**config.mk**
```make
export PLATFORM = sky130hd
export DESIGN_NAME = boot_rom_arbiter
export DESIGN_NICKNAME = d
export VERILOG_FILES = /design/src/rtl/boot_rom_arbiter.sv
export SDC_FILE = /design/constraint.sdc
export NUM_CORES = 1
export LEC_CHECK = 0
export BUFFER_PORTS_ARGS = -buffer_cell sky130_fd_sc_hd__buf_2
export CORE_MARGIN = 2
export CORE_UTILIZATION = 37
export CTS_CLUSTER_SIZE = 20
export DETAILED_ROUTE_END_ITERATION = 10
export PLACE_DENSITY = 0.83
export SLEW_MARGIN = 40
export SYNTH_ARGS = -nofsm -noshare
export SYNTH_HDL_FRONTEND = slang
export SYNTH_SLANG_ARGS = --single-unit
```
**constraint.sdc**
```tcl
create_clock -name clk -period 1.7 [get_ports clk]
set_input_delay 0.425 -clock clk [delete_from_list [all_inputs] [get_ports clk]]
set_output_delay 0.425 -clock clk [all_outputs]
set_load 0.02 [all_outputs]
```
**src/rtl/boot_rom_arbiter.sv**
```systemverilog
// Round-robin read arbiter sharing the boot ROM port between instruction fetch (m0) and data (m1).
// Define ROMARB_TIMEOUT_EN to add the DATA-phase watchdog and its TOUT response state.
module boot_rom_arbiter #(
    parameter int                 DATA_W         = 32,
    parameter int                 TIMEOUT_CYCLES = 16,
    parameter logic [DATA_W-1:0]  TIMEOUT_DATA   = 32'h00000013
) (
    input  logic              clk,
    input  logic              rst_n,
    input  logic [31:0]       m0_araddr,
    input  logic              m0_arvalid,
    output logic              m0_arready,
    output logic [DATA_W-1:0] m0_rdata,
    output logic              m0_rvalid,
    input  logic              m0_rready,
    input  logic [31:0]       m1_araddr,
    input  logic              m1_arvalid,
    output logic              m1_arready,
    output logic [DATA_W-1:0] m1_rdata,
    output logic              m1_rvalid,
    input  logic              m1_rready,
    output logic [31:0]       s_araddr,
    output logic              s_arvalid,
    input  logic              s_arready,
    input  logic [DATA_W-1:0] s_rdata,
    input  logic              s_rvalid,
    output logic              s_rready
);

    typedef enum logic [1:0] {
        ST_IDLE,
        ST_ADDR,
        ST_DATA
`ifdef ROMARB_TIMEOUT_EN
        , ST_TOUT
`endif
    } state_t;

    state_t      r_state;
    state_t      w_next;
    logic [31:0] r_addr;
    logic        r_owner;
    logic        r_last;
    logic        w_grant;
    logic        w_win;
    logic        w_own_rready;

`ifdef ROMARB_TIMEOUT_EN
    logic [7:0]  r_timer;
    logic        r_tout_seen;
    logic        w_unused_dbg;
    // Sticky debug flag has no port; it is only probed hierarchically.
    assign w_unused_dbg = r_tout_seen;
`else
    logic        w_unused_params;
    assign w_unused_params = ^{TIMEOUT_DATA, TIMEOUT_CYCLES[7:0]};
`endif

    assign w_own_rready = r_owner ? m1_rready : m0_rready;
    // On a tie the requester that did not win last time gets the port.
    assign w_win = (m0_arvalid && m1_arvalid) ? ~r_last : m1_arvalid;

    always_ff @(posedge clk) begin
        if (!rst_n) begin
            r_state <= ST_IDLE;
            r_addr  <= '0;
            r_owner <= 1'b0;
            r_last  <= 1'b1;
`ifdef ROMARB_TIMEOUT_EN
            r_timer     <= '0;
            r_tout_seen <= 1'b0;
`endif
        end else begin
            r_state <= w_next;
            if (w_grant) begin
                r_addr  <= w_win ? m1_araddr : m0_araddr;
                r_owner <= w_win;
                r_last  <= w_win;
            end
`ifdef ROMARB_TIMEOUT_EN
            if (r_state == ST_ADDR && s_arready)
                r_timer <= '0;
            else if (r_state == ST_DATA && !s_rvalid)
                r_timer <= r_timer + 8'd1;
            if (r_state == ST_TOUT && w_own_rready)
                r_tout_seen <= 1'b1;
`endif
        end
    end

    always_comb begin
        w_next     = r_state;
        w_grant    = 1'b0;
        m0_arready = 1'b0;
        m1_arready = 1'b0;
        m0_rvalid  = 1'b0;
        m1_rvalid  = 1'b0;
        m0_rdata   = '0;
        m1_rdata   = '0;
        s_arvalid  = 1'b0;
        s_araddr   = r_addr;
        s_rready   = 1'b0;
        case (r_state)
            ST_IDLE: begin
                // Always ready here so a stale beat left over from a reset is drained.
                s_rready = 1'b1;
                if (m0_arvalid || m1_arvalid) begin
                    w_grant    = 1'b1;
                    m0_arready = ~w_win;
                    m1_arready = w_win;
                    w_next     = ST_ADDR;
                end
            end
            ST_ADDR: begin
                s_arvalid = 1'b1;
                if (s_arready)
                    w_next = ST_DATA;
            end
            ST_DATA: begin
                s_rready = w_own_rready;
                if (r_owner) begin
                    m1_rvalid = s_rvalid;
                    m1_rdata  = s_rvalid ? s_rdata : '0;
                end else begin
                    m0_rvalid = s_rvalid;
                    m0_rdata  = s_rvalid ? s_rdata : '0;
                end
                if (s_rvalid && w_own_rready)
                    w_next = ST_IDLE;
`ifdef ROMARB_TIMEOUT_EN
                else if (!s_rvalid && r_timer == 8'(TIMEOUT_CYCLES - 1))
                    w_next = ST_TOUT;
`endif
            end
`ifdef ROMARB_TIMEOUT_EN
            ST_TOUT: begin
                if (r_owner) begin
                    m1_rvalid = 1'b1;
                    m1_rdata  = TIMEOUT_DATA;
                end else begin
                    m0_rvalid = 1'b1;
                    m0_rdata  = TIMEOUT_DATA;
                end
                if (w_own_rready)
                    w_next = ST_IDLE;
            end
`endif
            default: w_next = ST_IDLE;
        endcase
    end

endmodule
```
==> reports/results.ini <==
[drt]
drt_iter0_markers = 94
drc = 0
dr.pass1.iters = 4
vias = 2929
drtAntennaViolNets = 0
wl_per_cell_um = 14.9
viasPerCell = 5.17
wl_um = 8450

[yosys]
synth_compound_area_frac = 0.240
netlist_top_cells_area = dfxtp_1 (33%), and2_1 (18%), nand2_1 (9.6%)
syn_avg_cell_area_um2 = 7.81
yosysUniqueCellTypes = 29
synth_xor_area_frac = 0
yosysMostFrequentCell = and2_1
synth.top_cell.area_share = 0.329
synthAdderAreaFrac = 0
synth_edf_count = 0
seq_area_frac_synth = 0.329
netlist_area_um2 = 2190
synth_cells = 281
synth_top_family_by_area = simple AND/OR/NAND/NOR gates
synth-async-reset-ratio = 0
synthMuxAreaShare = 0.00456
synthSimpleGateAreaFrac = 0.348
syn-num-nets = 385
synth_ff_type = dfxtp_1
ys_top_cells_by_count = and2_1 (64), nand2_1 (56), dfxtp_1 (36), a21oi_1 (30), a311oi_1 (22)
ys_seq_elements = 36
yosysWarnings = 0
synth_top_area_cell = dfxtp_1

[floorplanning]
die_y_um = 81.0
die_x_um = 81.0
start_util = 0.377
io_pins = 206
core_um2 = 5820
rows = 28
dieArea_um2 = 6560

[sta]
setup_ws_ns = -0.245
hold_slack_ns = 0.350
hold_violations = 0
min_period_ns = 1.94
slew_headroom = 0.786
finalSetupViolCount = 68
worst_pin_slew_ns = 0.321
max_freq_ghz = 0.514
final.setup_skew_ns = 0.00986
min_period_over_period = 1.14
rsz0062_at_grt = yes
slew_viol_final = 0

[cells_and_area]
drive_gt1_frac = 0.576
nNetsFinal = 593
fin_util = 0.662
final-instance-count-excl-fill = 566
fin_area_um2 = 3850
synthToLayoutAreaGrowth_pct = 75.5

[clock_tree]
cts-root-buf = clkbuf_8
numClockSinks = 36
numCtsBuffers = 5
clkTransAtPathRegs_ns = 0.08
clock_latency_ns = 0.28
cts_tree = yes
h-tree-depth = 2
cts.path.max_buffers = 2
hold_buffers = 0

[worst_setup_path]
crit_type = flip-flop to output pin
cp-end-kind = output pin
critPathLaunchType = flip-flop
worstPathArrival_ns = 1.52
crit_fanout = 8
required_ns = 1.27

[placed_design]
numPortBuffers = 205
dp.cells = 551
finalWeightedCongestion = 0.743
place_hpwl_um = 5940
dpl-instance-area_um2 = 3360

[global_routing]
grt_first_pass_wirelength_um = 11700
grt_max_degree = 38
antenna_found_initial = 2
grt_pass1_vias = 2524
grt-ovfl-total = 0
grt_use_total = 0.227

[outcome]
outcome = finished with violations
violations = setup timing

[power]
p_per_area_nw_per_um2 = 672
p_total_mw = 2.59
ir_drop_uv = 461
leakage_nw = 2.00

[run]
cap_violations = 0

[hold_path]
hold_class = input port to flip-flop

metal layers:
| layer | GRT usage | vias to the layer above | wire length [um] |
|---|---|---|---|
| met3 | 0.0578 | 24 | 786 |
| li1 | - | 1389 | - |
| met4 | 0.0966 | 0 | 279 |
| met2 | 0.436 | 177 | 4410 |
| met1 | 0.229 | 1339 | 2980 |
| met5 | 0 | - | 0 |
path summary, 6_finish.rpt:
kind / cells past startpoint / slack [ns] / start / to
setup / recovery: 6 / -0.24 / r_state[1] / m0_rdata[2]
hold / removal: 2 / 0.35 / rst_n / r_last
setup reg to reg: 7 / 0.16 / r_state[0] / s_araddr[8]
hold reg to reg: 2 / 0.49 / s_araddr[30] / s_araddr[30]
layout make-up:
cell class | instances | area, um^2
flip-flops and latches | 36 | 727
inverters | 3 | 11.3
well taps | 75 | 93.8
diodes | 1 | 2.50
multi-input cells | 216 | 1400
clock buffers | 7 | 86.3
clock inverters | 1 | 7.51
fillers | 492 | 1970
repair buffers | 227 | 1520
critical path, cell delays in order (launching register included):
cell,delay [ns]
dfxtp_2,0.33
nor2b_4,0.14
nor3b_4,0.23
buf_6,0.15
clkbuf_16,0.14
and2_4,0.14
buf_6,0.11
through the flow:
stage | setup TNS, ns | worst slack, ns
2_1_floorplan | 0 | 0.00931
3_3_place_gp | 0 | 0.0399
3_5_place_dp | 0 | 0.0140
4_1_cts | -11.54 | -0.213
5_1_grt | -15.54 | -0.276
6_report | -11.84 | -0.245
logic make-up (layout without fill, tap and decap cells):
logic type             after synthesis  count (layout)
AOI/OAI and AO/OA                   73              73
buffers and inverters               29             238
DFF                                 36              36
muxes                                1               1
other                                0               1
and+or+nand+nor                    142             142
report_power, final:
| group | switching, mW | internal, mW | total (mW) |
|---|---|---|---|
| Clock | 0.301 | 0.329 | 0.630 |
| Sequential | 0.0587 | 0.949 | 1.01 |
| Combinational | 0.528 | 0.421 | 0.949 |
| Total | 0.887 | 1.70 | 2.59 |
placed cells by master, fill, tap and decap left out, drive strengths merged:
cell type  synthesis  final
clkinv             1      1
o21a               1      1
a21boi             1      1
and2              64     64
and3               1      1
nand4              5      5
buf               19    226
dfxtp             36     36
nand3              6      6
nor3b              1      1
mux2i              1      1
or2                2      2
inv                2      2
clkbuf             7      8
a21bo              1      1
diode              0      1
nor2               3      3
a21oi             30     30
nand2             56     56
a31oi              5      5
nor3               1      1
o21ai              8      8
a311oi            27     27
clkinvlp           0      1
nor2b              3      3
timing repair:
item                       4_1_cts  5_1_grt
gates resized for setup         77       36
buffers inserted                 2        3
cloned                           1        1
setup endpoints to repair       67       68
pin swaps                        1       11
state kept, by name, indices dropped and copies added, names as in the netlist:
register	count
r_last	1
r_owner	1
r_state	2
s_araddr	32
No activity file was read; power rests on OpenSTA's default activity.
